$ cat src/rtl/regfile_bypass_if.sv
// regfile_bypass_if: read, write, forwarding, HI/LO and scoreboard signals of the bypassed register file
interface regfile_bypass_if #(parameter int DW = 32, parameter int AW = 5, parameter int NFWD = 3);
  logic [AW-1:0] raddr1, raddr2;
  logic ren1, ren2;
  logic [DW-1:0] rdata1, rdata2;
  logic we;
  logic [AW-1:0] waddr;
  logic [DW-1:0] wdata;
  logic [NFWD-1:0] fwd_we, fwd_nrdy;
  logic [NFWD*AW-1:0] fwd_waddr;
  logic [NFWD*DW-1:0] fwd_wdata;
  logic hi_we, lo_we;
  logic [DW-1:0] hi_i, lo_i;
  logic [NFWD-1:0] fwd_hi_we, fwd_lo_we;
  logic [NFWD*DW-1:0] fwd_hi, fwd_lo;
  logic [DW-1:0] hi_out, lo_out;
  logic busy_set, hilo_busy_set, hilo_rd;
  logic [AW-1:0] busy_addr;
  logic stall_req;
  modport master (
    output raddr1, raddr2, ren1, ren2, we, waddr, wdata, fwd_we, fwd_waddr, fwd_wdata, fwd_nrdy,
           hi_we, lo_we, hi_i, lo_i, fwd_hi_we, fwd_lo_we, fwd_hi, fwd_lo,
           busy_set, busy_addr, hilo_busy_set, hilo_rd,
    input  rdata1, rdata2, hi_out, lo_out, stall_req
  );
  modport slave (
    input  raddr1, raddr2, ren1, ren2, we, waddr, wdata, fwd_we, fwd_waddr, fwd_wdata, fwd_nrdy,
           hi_we, lo_we, hi_i, lo_i, fwd_hi_we, fwd_lo_we, fwd_hi, fwd_lo,
           busy_set, busy_addr, hilo_busy_set, hilo_rd,
    output rdata1, rdata2, hi_out, lo_out, stall_req
  );
endinterface

$ cat src/rtl/regfile_bypass.sv
// regfile_bypass: GPR/HI/LO file with pipeline forwarding, write bypass and busy-based stall generation
module regfile_bypass #(parameter int DW = 32, parameter int AW = 5, parameter int NFWD = 3) (
  input logic clk,
  input logic resetn,
  regfile_bypass_if.slave bus
);
  localparam int NR = 2 ** AW;
  logic [DW-1:0] gpr [NR];
  logic [NR-1:0] busy;
  logic [DW-1:0] hi, lo, hi_o, lo_o;
  logic hilo_busy;
  logic [AW-1:0] ra [2];
  logic [DW-1:0] rd [2];
  logic [1:0] rn, st;
  assign ra[0] = bus.raddr1;
  assign ra[1] = bus.raddr2;
  assign rn = {bus.ren2, bus.ren1};
  always_comb begin
    for (int p = 0; p < 2; p++) begin
      rd[p] = gpr[ra[p]];
      st[p] = busy[ra[p]];
      if (bus.we && bus.waddr == ra[p]) begin
        rd[p] = bus.wdata;
        st[p] = 1'b0;
      end
      for (int i = NFWD - 1; i >= 0; i--)
        if (bus.fwd_we[i] && bus.fwd_waddr[i*AW +: AW] == ra[p]) begin
          rd[p] = bus.fwd_wdata[i*DW +: DW];
          st[p] = bus.fwd_nrdy[i];
        end
      if (ra[p] == '0) begin
        rd[p] = '0;
        st[p] = 1'b0;
      end
      st[p] = st[p] & rn[p];
    end
  end
  always_comb begin
    hi_o = bus.hi_we ? bus.hi_i : hi;
    lo_o = bus.lo_we ? bus.lo_i : lo;
    for (int i = NFWD - 1; i >= 0; i--) begin
      hi_o = bus.fwd_hi_we[i] ? bus.fwd_hi[i*DW +: DW] : hi_o;
      lo_o = bus.fwd_lo_we[i] ? bus.fwd_lo[i*DW +: DW] : lo_o;
    end
  end
  assign bus.rdata1 = rd[0];
  assign bus.rdata2 = rd[1];
  assign bus.hi_out = hi_o;
  assign bus.lo_out = lo_o;
  assign bus.stall_req = (|st) |
    (bus.hilo_rd & hilo_busy & ~(|bus.fwd_hi_we | |bus.fwd_lo_we | bus.hi_we | bus.lo_we));
  always_ff @(posedge clk) begin
    if (!resetn) begin
      for (int r = 0; r < NR; r++) gpr[r] <= '0;
      busy <= '0;
      hi <= '0;
      lo <= '0;
      hilo_busy <= 1'b0;
    end else begin
      if (bus.we && bus.waddr != '0) gpr[bus.waddr] <= bus.wdata;
      if (bus.we) busy[bus.waddr] <= 1'b0;
      if (bus.busy_set && bus.busy_addr != '0) busy[bus.busy_addr] <= 1'b1;
      if (bus.hi_we) hi <= bus.hi_i;
      if (bus.lo_we) lo <= bus.lo_i;
      hilo_busy <= bus.hilo_busy_set | (hilo_busy & ~(bus.hi_we | bus.lo_we));
    end
  end
endmodule

$ cat src/flat_wrapper.sv
// flat-port wrapper written by rule: the top's interface ports become plain ports
module regfile_bypass_flat 
#(parameter int DW = 32, parameter int AW = 5, parameter int NFWD = 3)
  (clk, resetn, bus_raddr1, bus_raddr2, bus_ren1, bus_ren2, bus_we, bus_waddr, bus_wdata, bus_fwd_we, bus_fwd_waddr, bus_fwd_wdata, bus_fwd_nrdy, bus_hi_we, bus_lo_we, bus_hi_i, bus_lo_i, bus_fwd_hi_we, bus_fwd_lo_we, bus_fwd_hi, bus_fwd_lo, bus_busy_set, bus_busy_addr, bus_hilo_busy_set, bus_hilo_rd, bus_rdata1, bus_rdata2, bus_hi_out, bus_lo_out, bus_stall_req);
  regfile_bypass_if #(.DW(DW), .AW(AW), .NFWD(NFWD)) bus_i ();
  input logic clk;
  input logic resetn;
  input wire logic [$bits(bus_i.raddr1)-1:0] bus_raddr1;
  input wire logic [$bits(bus_i.raddr2)-1:0] bus_raddr2;
  input wire logic [$bits(bus_i.ren1)-1:0] bus_ren1;
  input wire logic [$bits(bus_i.ren2)-1:0] bus_ren2;
  input wire logic [$bits(bus_i.we)-1:0] bus_we;
  input wire logic [$bits(bus_i.waddr)-1:0] bus_waddr;
  input wire logic [$bits(bus_i.wdata)-1:0] bus_wdata;
  input wire logic [$bits(bus_i.fwd_we)-1:0] bus_fwd_we;
  input wire logic [$bits(bus_i.fwd_waddr)-1:0] bus_fwd_waddr;
  input wire logic [$bits(bus_i.fwd_wdata)-1:0] bus_fwd_wdata;
  input wire logic [$bits(bus_i.fwd_nrdy)-1:0] bus_fwd_nrdy;
  input wire logic [$bits(bus_i.hi_we)-1:0] bus_hi_we;
  input wire logic [$bits(bus_i.lo_we)-1:0] bus_lo_we;
  input wire logic [$bits(bus_i.hi_i)-1:0] bus_hi_i;
  input wire logic [$bits(bus_i.lo_i)-1:0] bus_lo_i;
  input wire logic [$bits(bus_i.fwd_hi_we)-1:0] bus_fwd_hi_we;
  input wire logic [$bits(bus_i.fwd_lo_we)-1:0] bus_fwd_lo_we;
  input wire logic [$bits(bus_i.fwd_hi)-1:0] bus_fwd_hi;
  input wire logic [$bits(bus_i.fwd_lo)-1:0] bus_fwd_lo;
  input wire logic [$bits(bus_i.busy_set)-1:0] bus_busy_set;
  input wire logic [$bits(bus_i.busy_addr)-1:0] bus_busy_addr;
  input wire logic [$bits(bus_i.hilo_busy_set)-1:0] bus_hilo_busy_set;
  input wire logic [$bits(bus_i.hilo_rd)-1:0] bus_hilo_rd;
  output wire logic [$bits(bus_i.rdata1)-1:0] bus_rdata1;
  output wire logic [$bits(bus_i.rdata2)-1:0] bus_rdata2;
  output wire logic [$bits(bus_i.hi_out)-1:0] bus_hi_out;
  output wire logic [$bits(bus_i.lo_out)-1:0] bus_lo_out;
  output wire logic [$bits(bus_i.stall_req)-1:0] bus_stall_req;
  assign bus_i.raddr1 = bus_raddr1;
  assign bus_i.raddr2 = bus_raddr2;
  assign bus_i.ren1 = bus_ren1;
  assign bus_i.ren2 = bus_ren2;
  assign bus_i.we = bus_we;
  assign bus_i.waddr = bus_waddr;
  assign bus_i.wdata = bus_wdata;
  assign bus_i.fwd_we = bus_fwd_we;
  assign bus_i.fwd_waddr = bus_fwd_waddr;
  assign bus_i.fwd_wdata = bus_fwd_wdata;
  assign bus_i.fwd_nrdy = bus_fwd_nrdy;
  assign bus_i.hi_we = bus_hi_we;
  assign bus_i.lo_we = bus_lo_we;
  assign bus_i.hi_i = bus_hi_i;
  assign bus_i.lo_i = bus_lo_i;
  assign bus_i.fwd_hi_we = bus_fwd_hi_we;
  assign bus_i.fwd_lo_we = bus_fwd_lo_we;
  assign bus_i.fwd_hi = bus_fwd_hi;
  assign bus_i.fwd_lo = bus_fwd_lo;
  assign bus_i.busy_set = bus_busy_set;
  assign bus_i.busy_addr = bus_busy_addr;
  assign bus_i.hilo_busy_set = bus_hilo_busy_set;
  assign bus_i.hilo_rd = bus_hilo_rd;
  assign bus_rdata1 = bus_i.rdata1;
  assign bus_rdata2 = bus_i.rdata2;
  assign bus_hi_out = bus_i.hi_out;
  assign bus_lo_out = bus_i.lo_out;
  assign bus_stall_req = bus_i.stall_req;
  regfile_bypass #(.DW(DW), .AW(AW), .NFWD(NFWD)) u_core (.clk(clk), .resetn(resetn), .bus(bus_i));
endmodule
$ cat config.mk
export PLATFORM = sky130hd
export DESIGN_NAME = regfile_bypass_flat
export DESIGN_NICKNAME = d
export VERILOG_FILES = /design/src/rtl/regfile_bypass_if.sv /design/src/rtl/regfile_bypass.sv /design/src/flat_wrapper.sv
export SDC_FILE = /design/constraint.sdc
export NUM_CORES = 2
export LEC_CHECK = 0
export BUFFER_PORTS_ARGS = -buffer_cell sky130_fd_sc_hd__buf_2
export CORE_MARGIN = 8
export CORE_UTILIZATION = 30
export DETAILED_ROUTE_END_ITERATION = 10
export PLACE_DENSITY = 0.49
export SYNTH_ARGS = -nofsm -noshare
export SYNTH_HDL_FRONTEND = slang
export SYNTH_SLANG_ARGS = --single-unit
$ cat constraint.sdc
create_clock -name clk -period 6.4 [get_ports clk]
set_input_delay 0.96 -clock clk [delete_from_list [all_inputs] [get_ports clk]]
set_output_delay 0.96 -clock clk [all_outputs]
set_load 0.005 [all_outputs]
==> out/qor.yml <==
run_status:
  outcome: "finished, final reports clean"
clock_network:
  post_cts_buffers: 0
  hold_buffers: 0
  ctsResizeCount: 0
  clk_pin_slew_ns: 0.05
  cts.sinks: 1121
  clk_latency_ns: 0.78
  cts-root-buf: "clkbuf_16"
  cts_htree_levels: 4
  cts_tree: "done"
  numCtsBuffers: 136
  clockBufferDepth: 3
floorplan:
  dieWidth_um: 472
  design.core.area_um2: 207000
  start_util: 0.302
  ios: 570
  die_area_um2: 223000
  placementRows: 167
  dieHeight_um: 472
grt:
  grt_antenna_before_repair: 66
  overflow: 0
  grt_pass1_vias: 45400
  grt_start_max_net_pins: 106
  grt.total_usage: 0.235
  grt_pass1_wl_um: 371000
setup_path:
  arrival_ns: 4.48
  endpoint_kind: "output pin"
  cp.required_ns: 5.44
  path_max_fanout: 21
  worst_setup_path_start_kind: "input port"
  worstSetupPathType: "input port to output pin"
worst_hold_path:
  hold_class: "input port to register"
sta:
  slew_headroom: 0.144
  slew_violations: 0
  final_hold_viol_count: 0
  setup_viol: 0
  fin_skew_ns: 0
  clock.fmax_mhz: 184
  tns_ns: 0
  period_share: 0.850
  worst_slack_ns: 0.958
  rsz0062_at_grt: "no"
  hold_ws_ns: 0.458
  worstMarginPinSlew_ns: 1.28
  fin_crit_ns: 5.44
routing:
  top_layer: "met5"
  dr_wl_met2_um: 127000
  ant_nets: 0
  vias: 45000
  drc_errors: 0
  viasPerCell: 5.76
  drt-initial-drc-count: 6029
  dr.pass1.iters: 6
  wl_met3_um: 25900
  wire_per_inst_um: 34.8
  routed_wl_um: 273000
  met1_length_um: 107000
synth:
  netlist_area_um2: 62400
  synth_edf_count: 1024
  post_synth.cell_area_avg_um2: 13.5
  synth.distinct_cells: 54
  synthFlopType: "edfxtp_1"
  synth_warnings: 0
  ys_seq_elements: 1121
  syn_inst: 4609
  synth-seq-area-share: 0.524
  synth-async-reset-ratio: 0
finish:
  area_delta_synth_final_pct: 17.0
  nNetsFinal: 5426
  drive_gt1_frac: 0.319
  post-route-util: 0.353
  nFillCells: 19900
placed_design:
  hpwl_um: 173000
  numPortBuffers: 569
  place_congestion: 0.880
  pre_cts_ws_ns: 1.22
power:
  ir_drop_v: 0.000278
  power_density_nw_per_um2: 259
  p_leak_nw: 25.8
flow_run:
  maxCapViolCount: 0
-- cell usage after synthesis, types with 10 or more instances --
| master | number | area (um2) |
|---|---|---|
| a211oi_1 | 31 | 233 |
| o22ai_1 | 130 | 813 |
| a21oi_1 | 91 | 455 |
| mux4_2 | 466 | 10500 |
| a22oi_1 | 64 | 480 |
| nor2_1 | 42 | 158 |
| buf_4 | 28 | 210 |
| nor4_1 | 40 | 250 |
| dfxtp_1 | 97 | 1940 |
| o21ai_0 | 188 | 941 |
| buf_2 | 86 | 430 |
| or4_1 | 32 | 240 |
| o221ai_1 | 31 | 272 |
| xnor2_1 | 12 | 105 |
| a31oi_1 | 31 | 194 |
| nand3b_1 | 10 | 75.1 |
| mux2_2 | 162 | 1820 |
| clkbuf_1 | 367 | 1380 |
| nor2b_1 | 36 | 225 |
| buf_1 | 18 | 67.6 |
| nand2_1 | 165 | 619 |
| xor2_1 | 28 | 245 |
| mux2i_1 | 194 | 1940 |
| edfxtp_1 | 1024 | 30700 |
| a221oi_1 | 63 | 552 |
| nand3_1 | 16 | 80.1 |
| and2_1 | 1058 | 6620 |
| o22a_1 | 31 | 272 |
-- path summary, 6_finish.rpt --
| path | start | cells past startpoint | slack [ns] | end |
|---|---|---|---|---|
| hold reg to reg | u_core.busy[5] | 2 | 0.49 | u_core.busy[5] |
| setup / recovery | bus_raddr2[0] | 8 | 0.96 | bus_rdata2[26] |
| setup reg to reg | u_core.lo[5] | 2 | 5.51 | u_core.lo[5] |
| hold / removal | bus_hilo_busy_set | 3 | 0.46 | u_core.hilo_busy |
-- state kept, by name, summed over array words and instances (netlist names) --
signal and count:
u_core.gpr 1024, u_core.lo 32, u_core.hi 32, u_core.hilo_busy 1
u_core.busy 32
-- cells in the final DEF (no fill, tap or decap), types with 91 or more instances in the layout --
cell,Yosys,final
dfxtp_1,97,97
mux2i_1,194,194
a21oi_1,91,91
edfxtp_1,1024,1024
o22ai_1,130,130
buf_2,86,563
mux4_2,466,466
o21ai_0,188,158
and2_1,1058,1057
mux2_2,162,162
buf_4,28,126
nand2_1,165,163
clkbuf_16,0,138
-- worst max-delay path: stages --
cell and delay, ns:
buf_2 0.45, xor2_1 0.14, nor4_1 0.32, and3_2 0.67, buf_4 0.48, a221oi_1 0.16
a21oi_1 0.97, buf_2 0.28
-- kinds of logic (layout without fill, tap and decap cells) --
group,after synthesis,count (layout),share of synthesized area
AOI/OAI and AO/OA,671,671,0.0691
xor gates and xnor gates,40,40,0.00562
buffers and inverters,511,968,0.0349
DFF,1121,1121,0.524
muxes,822,822,0.229
other,1,53,0.0000601
and+or+nand+nor,1443,1443,0.138
-- metal layers --
layer  GRT usage  vias up
met1       0.301    23400
met4      0.0976       26
met5           0        -
li1            -    18500
met2       0.380     2580
met3      0.0601      588
-- cell type report --
class / count / area (um2) / share of cell area
inverter: 6 / 23.8 / 0.000326
clock inverter: 85 / 746 / 0.0102
antenna: 21 / 52.6 / 0.000720
multi-input combinational: 3008 / 28300 / 0.388
tap: 2704 / 3380 / 0.0464
sequential: 1121 / 32700 / 0.448
clock buffer: 165 / 3560 / 0.0488
timing repair buffer: 712 / 4200 / 0.0576
-- report_power, final --
group	internal (W)	leakage, nW	switching (W)	total [W]
clock network	0.00433	2.10	0.00333	0.00766
logic	0.00109	13.1	0.00155	0.00264
registers	0.00839	10.5	0.000208	0.00859
total	0.0138	25.8	0.00509	0.0189
-- metrics by stage --
stage | area (um2) | total power, W | cells
2_1_floorplan | 62500 | 0.0101 | 4640
3_3_place_gp | 68600 | 0.0113 | 7551
3_5_place_dp | 68600 | 0.0113 | 7551
4_1_cts | 72900 | 0.0190 | 7801
5_1_grt | 72900 | 0.0194 | 7805
6_report | 73000 | 0.0189 | 7822
Note: power is estimated with default switching activity, not from simulation.
